File: config.mk
export PLATFORM = sky130hd
export DESIGN_NAME = mul_share_ctrl
export DESIGN_NICKNAME = d
export VERILOG_FILES = /design/src/rtl/mul_share_ctrl.sv
export SDC_FILE = /design/constraint.sdc
export NUM_CORES = 1
export LEC_CHECK = 0
export BUFFER_PORTS_ARGS = -buffer_cell sky130_fd_sc_hd__buf_4
export CORE_UTILIZATION = 40
export CTS_CLUSTER_DIAMETER = 60
export DETAILED_ROUTE_END_ITERATION = 8
export GPL_TIMING_DRIVEN = 0
export PLACE_DENSITY = 0.91
export SYNTH_ARGS = -nofsm -noshare
export SYNTH_HDL_FRONTEND = slang
export SYNTH_SLANG_ARGS = --single-unit
File: constraint.sdc
create_clock -name clk -period 3.2 [get_ports clk]
set_clock_uncertainty 0.15 [all_clocks]
set_input_delay 0.64 -clock clk [delete_from_list [all_inputs] [get_ports clk]]
set_output_delay 0.64 -clock clk [all_outputs]
set_load 0.1 [all_outputs]
File: src/rtl/mul_share_ctrl.sv
// mul_share_ctrl: shares one repeated-addition multiplier datapath (A, B down-counter,
// P accumulator, eqz) between two requesters, with round-robin arbitration.
// Optional feature macro: MSC_ITER_LIMIT_EN. When defined, an iteration counter stops
// the add loop after MAX_ITER additions and flags err together with done.
module mul_share_ctrl #(
    parameter int W        = 16,
    parameter int MAX_ITER = 255
) (
    input  logic         clk,
    input  logic         rst,
    input  logic         req0,
    input  logic [W-1:0] a0,
    input  logic [W-1:0] b0,
    input  logic         req1,
    input  logic [W-1:0] a1,
    input  logic [W-1:0] b1,
    input  logic         eqz,
    input  logic [W-1:0] p_in,
    output logic [W-1:0] data_out,
    output logic         ldA,
    output logic         ldB,
    output logic         ldP,
    output logic         clrP,
    output logic         decB,
    output logic         gnt0,
    output logic         gnt1,
    output logic         done0,
    output logic         done1,
    output logic [W-1:0] result,
    output logic         err,
    output logic         busy
);

    typedef enum logic [2:0] {
        S_IDLE,
        S_LDA,
        S_LDB,
        S_CHK,
        S_ADD,
        S_RESP
    } state_t;

    state_t         state_q, state_d;
    logic           last_q, last_d;     // requester served most recently
    logic           cur_q, cur_d;       // requester owning the current operation
    logic [W-1:0]   result_q, result_d;
    logic           lim_hit;
    logic           err_q, err_d;

`ifdef MSC_ITER_LIMIT_EN
    logic [W-1:0]   cnt_q, cnt_d;

    assign lim_hit = (cnt_q == W'(MAX_ITER));
`else
    logic [W-1:0]   unused_max_iter;

    assign unused_max_iter = W'(MAX_ITER);
    assign lim_hit         = 1'b0;
`endif

    // Next-state logic: arbitration in IDLE, add loop until eqz (or iteration limit).
    always_comb begin
        state_d  = state_q;
        last_d   = last_q;
        cur_d    = cur_q;
        result_d = result_q;
        err_d    = err_q;
`ifdef MSC_ITER_LIMIT_EN
        cnt_d    = cnt_q;
`endif
        case (state_q)
            S_IDLE: begin
                if (req0 || req1) begin
                    // Both requesting: the one not served last time wins.
                    if (req0 && req1) begin
                        cur_d = ~last_q;
                    end else begin
                        cur_d = req1;
                    end
                    last_d  = cur_d;
                    err_d   = 1'b0;
                    state_d = S_LDA;
                end
            end
            S_LDA: begin
                state_d = S_LDB;
            end
            S_LDB: begin
`ifdef MSC_ITER_LIMIT_EN
                cnt_d   = '0;
`endif
                state_d = S_CHK;
            end
            S_CHK: begin
                // P is already final here, so the product is captured on entry to RESP
                // and is valid during the done pulse.
                if (eqz) begin
                    result_d = p_in;
                    state_d  = S_RESP;
                end else if (lim_hit) begin
                    result_d = p_in;
                    err_d    = 1'b1;
                    state_d  = S_RESP;
                end else begin
                    state_d  = S_ADD;
                end
            end
            S_ADD: begin
`ifdef MSC_ITER_LIMIT_EN
                cnt_d   = cnt_q + W'(1);
`endif
                state_d = S_CHK;
            end
            S_RESP: begin
                state_d = S_IDLE;
            end
            default: begin
                state_d = S_IDLE;
            end
        endcase
    end

    // State and control registers with asynchronous reset.
    always_ff @(posedge clk or posedge rst) begin
        if (rst) begin
            state_q  <= S_IDLE;
            last_q   <= 1'b1;
            cur_q    <= 1'b0;
            result_q <= '0;
            err_q    <= 1'b0;
`ifdef MSC_ITER_LIMIT_EN
            cnt_q    <= '0;
`endif
        end else begin
            state_q  <= state_d;
            last_q   <= last_d;
            cur_q    <= cur_d;
            result_q <= result_d;
            err_q    <= err_d;
`ifdef MSC_ITER_LIMIT_EN
            cnt_q    <= cnt_d;
`endif
        end
    end

    // Moore output decode: strobes, load bus and handshake depend on state and owner only.
    always_comb begin
        data_out = '0;
        ldA      = 1'b0;
        ldB      = 1'b0;
        ldP      = 1'b0;
        clrP     = 1'b0;
        decB     = 1'b0;
        done0    = 1'b0;
        done1    = 1'b0;
        err      = 1'b0;
        busy     = (state_q != S_IDLE);
        gnt0     = busy && !cur_q;
        gnt1     = busy && cur_q;
        case (state_q)
            S_LDA: begin
                data_out = cur_q ? a1 : a0;
                ldA      = 1'b1;
            end
            S_LDB: begin
                data_out = cur_q ? b1 : b0;
                ldB      = 1'b1;
                clrP     = 1'b1;
            end
            S_ADD: begin
                ldP  = 1'b1;
                decB = 1'b1;
            end
            S_RESP: begin
                done0 = !cur_q;
                done1 = cur_q;
                err   = err_q;
            end
            default: begin
            end
        endcase
    end

    assign result = result_q;

endmodule
### Yosys cells after proc, flatten, opt, wreduce, memory -nomap -nowiden

Cells that the tools add are included.

* flip-flop bits (word level): 21
* bits of input ports: 85
* output and inout port bits: 43
* word-level logic and storage cells: 33

* equal/unequal tests: 6
* multiplexer cells: 12
* bitwise gates (word level): 1
* reduce and logical (&&, ||, !) cells: 10

Operators with widths (count)
* two-way mux 16 bit: 2
* one-hot mux 16 bit (2 select lines): 1
* one-hot mux 3 bit (4 select lines): 1
* two-way mux 1 bit: 7
* == test 3 x 2 -> 1 bit (second input constant): 2
* == test 3 bit (second input constant): 2
* AND reduction 2 bit: 2
* == test 3 x 1 -> 1 bit (second input constant): 1
* logical AND 1 bit: 3
* zero test 3 bit: 1
* two-way mux 3 bit: 1
* nonzero test 3 bit: 1
* != test 2 bit (second input constant): 1
* OR reduction 2 bit: 1
* zero test 1 bit: 1
* logical OR 1 bit: 1
* inverter 1 bit: 1

### Depth between registers and ports, before layout

Gate-level depths: netlist of the first run.

* depth in word-level cells: 3
* mapped depth: 5
* mapped depth without buffers: 2

### Least setup slack after synthesis of the first run

Ideal clock, no wire load.

* path type: reg2out
* start: reg cur_q
* end: out done0
* arrival: 3672 ps
* data required time: 2410 ps
* slack: -1262 ps
* cell stages (with the launch flop): 4
* buffers on the path: 2
* cells stage by stage: dfrtp_1 -> buf_2 -> buf_2 -> nor4bb_1

* cells in the longest elaborated chain, start to end: 2

RTL lines
* from (decl): line 45 `logic cur_q, cur_d;`
* from (signal assigned): line 137 `cur_q <= cur_d;`
* zero test 1 bit: line 175 `done0 = !cur_q;`
* two-way mux 1 bit: line 160 `case (state_q)`
* to (decl): line 27 `output logic done0,`

Every way passes these cells.

### Worst setup path after layout of the first run

* start: reg state_q[1]
* end: out data_out[14]

* cells in the longest elaborated chain, start to end: 2

RTL lines
* from (decl): line 43 `state_t state_q, state_d;`
* from (signal assigned): line 135 `state_q <= state_d;`
* == test 3 x 2 -> 1 bit / == test 3 x 1 -> 1 bit (equally long branches): line 160
* one-hot mux 16 bit (2 select lines) (*): line 160
* to (decl): line 19 `output logic [W-1:0] data_out,`

Mark *: on every way between the ends. The rest lies on a longest branch, timed or not.

==> results of run 1 <==
-- sequential cells by signal (all words and copies together) (netlist names) --
name	count
result	16
state_q	3
cur_q	1
last_q	1
-- cells by family (layout without fill, tap and decap cells) --
| group | count (synthesis) | after routing |
|---|---|---|
| and+or+nand+nor | 14 | 14 |
| xor gates and xnor gates | 1 | 1 |
| DFF | 21 | 21 |
| muxes | 49 | 49 |
| AOI/OAI and AO/OA | 20 | 20 |
| buffers and inverters | 19 | 149 |
| other | 1 | 1 |
-- cell usage after synthesis (2+ instances only) --
master   number
mux2i_1      32
dfrtp_1      20
mux2_2       16
o22ai_1      16
buf_2        10
buf_4         4
inv_1         4
or3b_1        2
-- worst max-delay path by stage --
stage	from	endpoint	slack, ns	depth (start not counted)
global route	state_q[1]$_DFFE_PP0P_	data_out[5]	0.28	5
finish	state_q[1]$_DFFE_PP0P_	data_out[14]	0.40	5
CTS	state_q[1]$_DFFE_PP0P_	data_out[14]	0.38	5
detailed placement	state_q[1]$_DFFE_PP0P_	data_out[14]	0.73	5
floorplan	cur_q$_DFFE_PP0P_	done0	-0.17	3
global placement	state_q[1]$_DFFE_PP0P_	data_out[9]	0.74	5
-- routing by layer --
metal  vias up  global-route usage  wire [µm]
li1        726                   -          -
met1       704               0.268       1760
met2        75               0.382       2140
met3         9              0.0588        424
met4         0              0.0984         83
met5         -                   0          0
-- critical path, cell delays in order, from the launching register on --
cell     delay [ns]
dfrtp_1        0.46
or3b_1         0.35
buf_2          0.17
buf_2          0.21
o22ai_2        0.19
buf_4          0.31
-- area by class of cell --
type / count / area, µm²
Timing Repair Buffer: 126 / 946
Multi-Input combinational cell: 85 / 841
Buffer: 15 / 91.3
Clock inverter: 1 / 5.00
Tap cell: 46 / 57.6
Clock buffer: 3 / 22.5
Inverter: 4 / 15.0
Sequential cell: 21 / 527
Fill cell: 250 / 858
-- stage by stage --
stage / worst slack [ns] / instances / cell area (µm²) / hold slack, ns / setup TNS (ns)
floorplan: -0.172 / 125 / 1470 / 0.392 / -0.512
global placement: 0.744 / 297 / 2480 / 0.339 / 0
detailed placement: 0.735 / 297 / 2480 / 0.347 / 0
CTS: 0.378 / 301 / 2500 / 0.333 / 0
global route: 0.277 / 301 / 2500 / 0.388 / 0
finish: 0.398 / 301 / 2500 / 0.315 / 0
-- placed cells by master (no fill, tap or decap), types with 2 or more instances in the layout --
cell type  synthesis  final
inv_1              4      4
buf_4              4    130
mux2_2            16     16
mux2i_1           32     32
or3b_1             2      2
dfrtp_1           20     20
o22ai_1           16      9
clkbuf_4           0      3
o22ai_2            0      7
buf_2             10     10
==> impl_results.md, run 1 <==
* Status: completed
* Reg2Reg Depth at 4
* Vias post-DR at 1514
* # rows at 21
* Cells after Synth at 125
* Maxcap violations at 0
* Core Util, Final at 0.745
* Synth Area in Simple Gates at 0.0891
* CTS clk-pin slew, worst paths at approximately 0.11 ns
* Final Max Tran Viols at 0
* Global-route usage over all layers at 0.225
* Drt first pass iters at 4
* CTS H-tree lvls at 1
* RR Startpoint: state_q[0]$_DFFE_PP0P_
* Vias in the first global route at approximately 1400
* DRT iter0 DRCs at 95
* CP Launch Type: flop
* Share of layout cells above drive strength 1 at 0.686
* Top-area cell type share of the netlist area at 0.353
* Post_cts resized at 0
* DP Wirelength at 3590 µm
* Total die area at between 3000 and 4000 µm²
* Max clock buf depth at 2
* Slew margin rel. at 0.483
* Die Ht at roughly 60 µm
* Post-route DRC at 0
* Setup crit end kind: primary output
* Number of synthesized flops with an enable pin at 0
* DRT antenna net count at 0
* FF-to-FF setup slack at 1.58 ns
* Hold crit path type: in2async
* Setup CP Type: reg2out
* Least-Margin Pin Slew at 0.775 ns
* Unrepaired setup endpoints after global routing: no
* Worst path required time at between 2 and 2.5 ns
* Fmax at 0.357 GHz
* Inserted Diodes at 0
* Starting Density at 0.422
* Syn nets at 210
* Die width at 61.6 µm
* Synth Register Bits at 21
* Largest area contributor in the netlist: dfrtp_1
* Mapped Area at between 1000 and 1500 µm²
* FF-to-FF End: result[9]$_DFFE_PP0P_
* Root buffer cell: clkbuf_4
* Input/output buffers at 126
* Post-synth ARST share at 1.00
* Dominant synthesized flop cell: dfrtp_1
* Core ar. at 3360 µm²
* CTS tree: done
* Min cycle time layout at 2.80 ns
* Nets at 341
* Clk sink count at 21
* Initial antenna violation count at 0
* Largest net degree at the start of global routing at 22
* Peak fanout along the critical path at 10
* Clk_lat worst skew at about 0.31 ns
* Top-Level Pins at 128
* CTS Hold Bufs at 0
* Xor and xnor area share after synthesis at 0.00617
* Layout Area Growth over Synthesis at 76.5%
* Compound-Gate Fraction of Synth Area at 0.0926
* Total wire length at 4400 µm
* First-pass GRT wire length at 6290 µm
* Synth cell types at 29
* Main combinational cell family by area after synthesis: multiplexers
* Synth top area cells: dfrtp_1 35%, mux2i_1 23%, mux2_2 13%
* Multiplexer share of the synthesized area at 0.363
* # setup viols final at 0
* Grt total ovfl at 0
* Syn_area_per_cell at 11.4 µm²
* Synth Area in Adders at 0
* Yosys warns at 0
* Setup Fix Bufs, Post-CTS at 0
* Period Utilization, post-route at 0.876
* Seq/Total Area, Yosys at 0.371
* Final Hold Viols at 0
* Global placement routability congestion at a little under 0.7
* Cts bufs inserted at 3
* Post-DR wirelength/cell at 14.6 µm
* Vias per inst at around 5
* Crit path arrival time at about 2 ns
Power of run 1 is not shown: default switching activity piles up to over one toggle a cycle in this logic, so the estimate is an artifact.
==> run 2: changes to the inputs <==
Settings changed: CORE_UTILIZATION 40 to 36, GPL_ROUTABILITY_DRIVEN from default to 0, PLACE_DENSITY 0.91 to 0.84, SLEW_MARGIN from default to 20.
==> run 2 against run 1 <==
Against the previous run:
- fmax is 1.6% higher
- wire length is 3.1% higher
- via count is 2.4% lower
- final cell count is 0.66% higher
- first-iteration DRC count is 48% lower
- highest routed layer unchanged
==> impl_results.md, run 2 (synthesis results as in run 1) <==
* Hold Startpoint: result[14]$_DFFE_PP0P_
* CTS clk-pin slew, worst paths at roughly 0.080 ns
* Die width at between 60 and 70 µm
* Clk sink count at 21
* Vias in the first global route at 1459
* Commonest non-fill, non-tap cell in the layout: buf_4
* Global-route usage over all layers at 0.211
* Worst path required time at between 2 and 2.5 ns
* Clk_lat worst skew at 0.27 ns
* Period Utilization, post-route at 0.862
* RR Startpoint: state_q[0]$_DFFE_PP0P_
* Root buffer cell: clkbuf_8
* Hold crit path type: reg2reg
* Metal2 WL at ~2100 µm
* DP Wirelength at 3620 µm
* Share of layout cells above drive strength 1 at 0.686
* Input/output buffers at 126
* Final Hold Viols at 0
* Layout Area Growth over Synthesis at 78.2%
* Hold EP: result[14]$_DFFE_PP0P_
* Final Max Tran Viols at 0
* Met3 wire len at roughly 440 µm
* Setup crit end kind: primary output
* Most frequent cells in the layout: 130 x buf_4, 32 x mux2i_1, 20 x dfrtp_1, 16 x mux2_2, 10 x buf_2
* Cts bufs inserted at 3
* Crit path arrival time at between 1.5 and 2 ns
* Total die area at 4200 µm²
* Setup Fix Bufs, Post-CTS at 0
* FF-to-FF setup slack at about 1.6 ns
* Max clock buf depth at 2
* # rows at 22
* Initial antenna violation count at 0
* Total wire length at about 4500 µm
* Grt total ovfl at 0
* Unrepaired setup endpoints after global routing: no
* Status: completed
* TNS Setup at 0 ns
* FF-to-FF End: result[4]$_DFFE_PP0P_
* Core ar. at roughly 3700 µm²
* DP Cell Count at around 300
* CTS Hold Bufs at 0
* Post-DR wirelength/cell at about 15 µm
* Peak fanout along the critical path at 10
* Maxcap violations at 0
* Vias per inst at ~4.9
* DRT antenna net count at 0
* Die Ht at 64.8 µm
* Metal1 wirelength at ~1900 µm
* Inserted Diodes at 0
* Post-route DRC at 0
* Nets at around 340
* Top-Level Pins at 128
* Post_cts resized at 0
* Reg2Reg Depth at 4
* Max reg flops at 16
* CTS H-tree lvls at 1
* CP Launch Type: flop
* Largest net degree at the start of global routing at 22
* Drt first pass iters at 4
* Starting Density at 0.382
* First-pass GRT wire length at roughly 6900 µm
* Min cycle time layout at 2.76 ns
* Non-Filler Instances at around 300
* WHS Path Cells at 1
* # setup viols final at 0
* Top Metal Used: met4
* Slew margin rel. at 0.481
* Fmax at about 0.36 GHz
* Least-Margin Pin Slew at ~0.78 ns
* Setup CP Type: reg2out
* DRT iter0 DRCs at 49
* Vias post-DR at roughly 1500
* CTS tree: done
run 2: cell count changes in the layout (fill, tap and decap cells not counted), sizes merged:
| cell | change |
|---|---|
| clkinv | -1 |
| clkinvlp | +1 |
run 2: metal layers:
metal,GRT usage,vias to the layer above
met3,0.0475,5
met2,0.353,74
met1,0.270,680
met5,0,-
li1,-,718
met4,0.0583,0
run 2: metrics by stage:
step	util	worst slack [ns]	instance area [µm²]	hold slack, ns
6_report	0.680	0.443	2530	0.362
5_1_grt	0.680	0.360	2530	0.378
4_1_cts	0.680	0.448	2530	0.364
3_5_place_dp	0.667	0.740	2480	0.345
3_3_place_gp	0.667	0.746	2480	0.339
2_1_floorplan	-	-0.172	1470	0.392
run 2: worst max path at each step:
stage,start,end,slack (ns),cells after the start
floorplan,cur_q$_DFFE_PP0P_,done0,-0.17,3
global placement,state_q[1]$_DFFE_PP0P_,data_out[9],0.75,5
detailed placement,state_q[1]$_DFFE_PP0P_,data_out[11],0.74,5
CTS,state_q[1]$_DFFE_PP0P_,data_out[11],0.45,5
global route,state_q[1]$_DFFE_PP0P_,data_out[9],0.36,5
finish,state_q[1]$_DFFE_PP0P_,data_out[5],0.44,5
run 2: layout make-up:
cell class / count / area (µm²)
multi-input cells: 85 / 841
clock inverters: 1 / 7.51
repair buffers: 126 / 946
well taps: 48 / 60.1
inverters: 4 / 15.0
clock buffers: 3 / 41.3
fillers: 320 / 1190
plain buffers: 15 / 91.3
flip-flops and latches: 21 / 527
run 2: critical path: stages, from the launching register on:
cell     delay, ns
dfrtp_1       0.44
or3b_1        0.36
buf_2         0.18
buf_2         0.22
o22ai_1       0.19
buf_4         0.31
Power of run 2 is left out for the same reason.
